==> src/rtl/load_buffer.sv <==
// rtl/load_buffer.sv - load-side memory stage: address generation, load FIFO, memory sequencing, CDB broadcast
module load_buffer #(
  parameter int DEPTH             = 4,
  parameter int INSTRUCTION_WIDTH = 32,
  parameter int ROB_WIDTH         = 4,
  parameter int INST_TYPE_WIDTH   = 3,
  parameter logic [INST_TYPE_WIDTH-1:0] TYPE_LB  = 3'd0,
  parameter logic [INST_TYPE_WIDTH-1:0] TYPE_LH  = 3'd1,
  parameter logic [INST_TYPE_WIDTH-1:0] TYPE_LW  = 3'd2,
  parameter logic [INST_TYPE_WIDTH-1:0] TYPE_LBU = 3'd3,
  parameter logic [INST_TYPE_WIDTH-1:0] TYPE_LHU = 3'd4,
  parameter logic [INST_TYPE_WIDTH-1:0] TYPE_SB  = 3'd5,
  parameter logic [INST_TYPE_WIDTH-1:0] TYPE_SH  = 3'd6,
  parameter logic [INST_TYPE_WIDTH-1:0] TYPE_SW  = 3'd7
) (
  input  logic                         clk_in,
  input  logic                         rst_in,
  input  logic                         rdy_in,
  input  logic                         lsqueue_en_in,
  input  logic [INSTRUCTION_WIDTH-1:0] lsqueue_A_in,
  input  logic [INSTRUCTION_WIDTH-1:0] lsqueue_vj_in,
  input  logic [ROB_WIDTH-1:0]         lsqueue_dest_in,
  input  logic [INST_TYPE_WIDTH-1:0]   lsqueue_inst_type_in,
  output logic                         lbuffer_rdy_out,
  output logic                         mem_req_out,
  output logic [31:0]                  mem_addr_out,
  output logic [1:0]                   mem_size_out,
  input  logic                         mem_done_in,
  input  logic [31:0]                  mem_data_in,
  output logic                         cdb_en_out,
  output logic [ROB_WIDTH-1:0]         cdb_dest_out,
  output logic [31:0]                  cdb_value_out,
  input  logic                         rob_flush_in,
  output logic                         rob_addr_en_out,
  output logic [ROB_WIDTH-1:0]         rob_addr_dest_out,
  output logic [31:0]                  rob_addr_out
);

  localparam int PTR_W = $clog2(DEPTH);
  localparam int CNT_W = PTR_W + 1;

  typedef enum logic [1:0] {S_IDLE, S_WAIT, S_DRAIN} state_t;

  state_t state, state_d;

  logic [31:0]                fifo_addr [DEPTH];
  logic [ROB_WIDTH-1:0]       fifo_dest [DEPTH];
  logic [INST_TYPE_WIDTH-1:0] fifo_type [DEPTH];

  logic [PTR_W-1:0] head, tail;
  logic [CNT_W-1:0] count;

  logic [31:0] issue_addr;
  logic        is_load, is_store, accept, push;
  logic        issue, pop, req_clr;

  function automatic logic [1:0] size_of(input logic [INST_TYPE_WIDTH-1:0] t);
    if (t == TYPE_LB || t == TYPE_LBU) return 2'd0;
    if (t == TYPE_LH || t == TYPE_LHU) return 2'd1;
    return 2'd2;
  endfunction

  function automatic logic [31:0] extend(input logic [INST_TYPE_WIDTH-1:0] t, input logic [31:0] d);
    if (t == TYPE_LB)  return {{24{d[7]}}, d[7:0]};
    if (t == TYPE_LBU) return {24'd0, d[7:0]};
    if (t == TYPE_LH)  return {{16{d[15]}}, d[15:0]};
    if (t == TYPE_LHU) return {16'd0, d[15:0]};
    return d;
  endfunction

  assign issue_addr = 32'(lsqueue_vj_in + lsqueue_A_in);
  assign is_load    = lsqueue_inst_type_in inside {TYPE_LB, TYPE_LH, TYPE_LW, TYPE_LBU, TYPE_LHU};
  assign is_store   = lsqueue_inst_type_in inside {TYPE_SB, TYPE_SH, TYPE_SW};
  assign accept     = rdy_in && lsqueue_en_in && !rob_flush_in;
  assign push       = accept && is_load;

  // Leaves room for the one issue the queue may already have in flight
  assign lbuffer_rdy_out = ({1'b0, count} + {{CNT_W{1'b0}}, lsqueue_en_in})
                           <= (CNT_W+1)'(DEPTH - 2);

  always_comb begin
    state_d = state;
    issue   = 1'b0;
    pop     = 1'b0;
    req_clr = 1'b0;
    case (state)
      S_IDLE: begin
        if (!rob_flush_in && count != '0) begin
          issue   = 1'b1;
          state_d = S_WAIT;
        end
      end
      S_WAIT: begin
        if (mem_done_in) begin
          req_clr = 1'b1;
          pop     = !rob_flush_in;
          state_d = S_IDLE;
        end else if (rob_flush_in) begin
          state_d = S_DRAIN;
        end
      end
      S_DRAIN: begin
        if (mem_done_in) begin
          req_clr = 1'b1;
          state_d = S_IDLE;
        end
      end
      default: state_d = S_IDLE;
    endcase
  end

  // Entry storage needs no reset; occupancy is tracked by head/tail/count
  always_ff @(posedge clk_in) begin
    if (push) begin
      fifo_addr[tail] <= issue_addr;
      fifo_dest[tail] <= lsqueue_dest_in;
      fifo_type[tail] <= lsqueue_inst_type_in;
    end
  end

  always_ff @(posedge clk_in or posedge rst_in) begin
    if (rst_in) begin
      state             <= S_IDLE;
      head              <= '0;
      tail              <= '0;
      count             <= '0;
      mem_req_out       <= 1'b0;
      mem_addr_out      <= '0;
      mem_size_out      <= '0;
      cdb_en_out        <= 1'b0;
      cdb_dest_out      <= '0;
      cdb_value_out     <= '0;
      rob_addr_en_out   <= 1'b0;
      rob_addr_dest_out <= '0;
      rob_addr_out      <= '0;
    end else if (rdy_in) begin
      state           <= state_d;
      cdb_en_out      <= pop;
      rob_addr_en_out <= accept && is_store;
      if (accept && is_store) begin
        rob_addr_dest_out <= lsqueue_dest_in;
        rob_addr_out      <= issue_addr;
      end
      if (issue) begin
        mem_req_out  <= 1'b1;
        mem_addr_out <= fifo_addr[head];
        mem_size_out <= size_of(fifo_type[head]);
      end else if (req_clr) begin
        mem_req_out <= 1'b0;
      end
      if (pop) begin
        cdb_dest_out  <= fifo_dest[head];
        cdb_value_out <= extend(fifo_type[head], mem_data_in);
      end
      if (rob_flush_in) begin
        head  <= '0;
        tail  <= '0;
        count <= '0;
      end else begin
        if (push) tail <= tail + PTR_W'(1);
        if (pop)  head <= head + PTR_W'(1);
        case ({push, pop})
          2'b10:   count <= count + CNT_W'(1);
          2'b01:   count <= count - CNT_W'(1);
          default: count <= count;
        endcase
      end
    end
  end

endmodule

==> config.mk <==
export PLATFORM = sky130hd
export DESIGN_NAME = load_buffer
export DESIGN_NICKNAME = d
export VERILOG_FILES = /design/src/rtl/load_buffer.sv
export SDC_FILE = /design/constraint.sdc
export NUM_CORES = 1
export LEC_CHECK = 0
export BUFFER_PORTS_ARGS = -buffer_cell sky130_fd_sc_hd__buf_2
export CORE_MARGIN = 2
export CORE_UTILIZATION = 30
export DETAILED_ROUTE_END_ITERATION = 10
export SLEW_MARGIN = 20
export SYNTH_ARGS = -nofsm -noshare
export SYNTH_HDL_FRONTEND = slang
export SYNTH_SLANG_ARGS = --single-unit
export TNS_END_PERCENT = 10
==> constraint.sdc <==
create_clock -name clk_in -period 3.8 [get_ports clk_in]
set_input_delay 0.38 -clock clk_in [delete_from_list [all_inputs] [get_ports clk_in]]
set_output_delay 0.38 -clock clk_in [all_outputs]
set_load 0.05 [all_outputs]
==> metrics.cfg <==
[outcome]
outcome=finished, final reports clean

[die]
initial_core_util_pct=30.5
core_mm2=0.0408
std_cell_rows=74
dieArea_mm2=0.0431
pin_count=219
dieWidth_um=208
die_h_um=208

[logic_synthesis]
ys_ff_latch=274
synth_edf_count=156
synthFlopType=edfxtp_1
ys_types=63
synth-warning-count=0
seq_area_frac_synth_pct=61.4
synth_area_per_cell_um2=13.3
synthesis.nets=1085
synthArstFlopShare_pct=43.1
syn_area_mm2=0.0124
netlist_instances=934

[routing]
via_per_inst=4.90
routedWlPerCell_um=18.9
wirelength_mm=32.6
drc=0
drt_iter0_markers=581
vias=8431
drtAntennaViolNets=0
drt_pass1_iterations=7

[critical_path]
path_max_fanout=26
worstPathRequired_ns=4.29
arrival_ns=3.11
path_class=flip-flop to flip-flop
rrSetupSlack_ns=1.18
critPathCaptureType=flip-flop
start_kind=flip-flop

[grt]
grt_pass1_vias=8379
grt_use_total_pct=14.8
grt-busiest-layer=met2
grt_pass1_wl_mm=50.2
overflow=0
antenna_found_initial=1
grt_util_met2_pct=23.9
use_met3_pct=2.71
use_met1_pct=20.9
grt_max_degree=72

[layout]
final_nets=1315
area_growth_pct=23.8
fillers=3919
regArea_mm2=0.00764
drive_above_1_share_pct=32.7
multi_input_area_mm2=0.00457
antenna_cells=0

[timing]
fin_tns_setup_ns=0
rsz0062_at_grt=no
fin_skew_ns=0.0130
post-route-period-util_pct=69.0
finalMaxSlewViolations=0
maxSlewHeadroom_pct=44.8
fmax_mhz=381
fin_hold_ws_ns=0.0471
hold_viol=0
setup_viol=0
worst_pin_slew_ns=0.829
period_minus_slack_ns=2.62

[clocking]
htree_levels=1
clkTransAtPathRegs_ns=0.06
cts_tree=done
insertion_delay_ns=0.56
numCtsBuffers=31
root_buffer=clkbuf_16
cts.path.max_buffers=3
cts_setup_buffers=0
clock-sinks=274

[worst_hold_path]
hold_class=input pin to flip-flop

[run]
max_cap_violations=0

[pwr]
ir_drop_uv=250
powerDensity_mw_per_mm2=749
power_leakage_nw=6.29

[placed_design]
gp_congestion=0.888
port_buffers=218
dp_hpwl_mm=22.3

[worst paths after layout]
path                                        from           endpoint  cells past startpoint
worst max-delay path                     head[0]  cdb_value_out[10]                      6
worst min-delay path              mem_data_in[7]   cdb_value_out[7]                      3
worst max register to register           head[0]  cdb_value_out[10]                      6
worst min register to register  cdb_value_out[7]   cdb_value_out[7]                      2
max in group asynchronous                 rst_in   mem_addr_out[10]                      4
min in group asynchronous                 rst_in   cdb_value_out[3]                      3
[cell families after synthesis]
group           Yosys count  share of synthesized area (%)
flops                   274                           61.4
simple gates            263                           9.04
compound gates          180                           9.67
mux                      86                           11.3
buf+inv                  58                           2.04
fa+ha+maj                42                           4.35
xor+xnor                 31                           2.18
[power by group]
part / switching [mW] / leakage, nW / internal (mW) / total [mW]
Clock: 1.22 / 0.549 / 2.02 / 3.24
Combinational: 2.97 / 2.90 / 1.17 / 4.14
Sequential: 0.372 / 2.84 / 3.78 / 4.16
Total: 4.56 / 6.29 / 6.97 / 11.5
[synthesized netlist by cell type, drive strengths merged, types with 2 or more instances]
master  count  area [um2]
a221oi      3        38.8
a211oi      5        55.1
a31oi       8        65.1
o21ai      32         160
o22a       17         149
fa          2        40.0
a21oi      71         363
edfxtp    156        4680
nand4       7        43.8
nand3      13        65.1
o21a        2        15.0
inv        17        63.8
o21bai      8        60.1
a211o       3        35.0
nand2b      2        12.5
or3         2        12.5
mux2       46         518
nor3        8        40.0
nor2       71         267
a21o       14         106
and3        5        31.3
dfrtp     118        2950
and4        2        17.5
o31ai       5        42.5
nor2b       6        45.0
a21boi      2        15.0
clkbuf     20        76.3
mux4       39         878
nand3b      2        15.0
ha         40         500
nand2     134         503
o211ai      2        15.0
buf        21         114
xnor2      22         193
and2        7        43.8
xor2        9        78.8
[sequential cells by signal, indices dropped and copies added (netlist names)]
register,flops
rob_addr_out,32
cdb_value_out,32
mem_size_out,2
fifo_type,12
rob_addr_dest_out,4
cdb_en_out,1
tail,2
mem_req_out,1
head,2
fifo_addr,128
rob_addr_en_out,1
mem_addr_out,32
count,3
state,2
cdb_dest_out,4
fifo_dest,16
[metal layers]
metal | vias up | wire (um) | share of wire (%)
li1 | 3912 | - | -
met1 | 4189 | 14900 | 46
met2 | 280 | 15100 | 46
met3 | 48 | 1920 | 5.9
met4 | 2 | 610 | 1.9
met5 | - | 12 | 0.037
[layout by cell type (no fill, tap or decap), drive strengths merged, types with 32 or more instances in the layout]
cell / instances
a21oi: 71
buf: 230
clkbuf: 37
dfrtp: 118
edfxtp: 156
ha: 40
mux2: 46
mux4: 39
nand2: 134
nor2: 71
o21ai: 32
[worst max-delay path, cell delays in order (launching register included)]
cell and delay, ns:
dfrtp_4 0.78, mux4_2 0.63, nor2_1 0.17, nand3b_1 0.11, nand2_1 0.60, a21oi_1 0.14
nor2_1 0.13
[timing repair]
item,4_1_cts,5_1_grt
endpoints found under the hold margin,77,0
hold buffers,8,0
gates resized for setup,0,0
[per-stage QoR]
step                      std cells  power, mW  cell area (um2)  setup WS (ns)  util [%]
after floorplan                 934       7.26            12400          0.291         -
final                          1721       11.5            15400           1.18      37.7
after CTS                      1721       11.7            15400           1.12      37.7
after global placement         1655       8.33            14200          0.794      34.8
after global routing           1721       12.1            15400          0.986      37.7
after detailed placement       1655       8.38            14200          0.757      34.8
[area by class of cell]
class | count | area share, %
Sequential cell | 274 | 49.7
Multi-Input combinational cell | 602 | 29.7
Timing Repair Buffer | 238 | 8.68
Clock buffer | 37 | 5.38
Tap cell | 532 | 4.32
Clock inverter | 21 | 1.85
Inverter | 17 | 0.447
(Power assumes the default switching activity.)
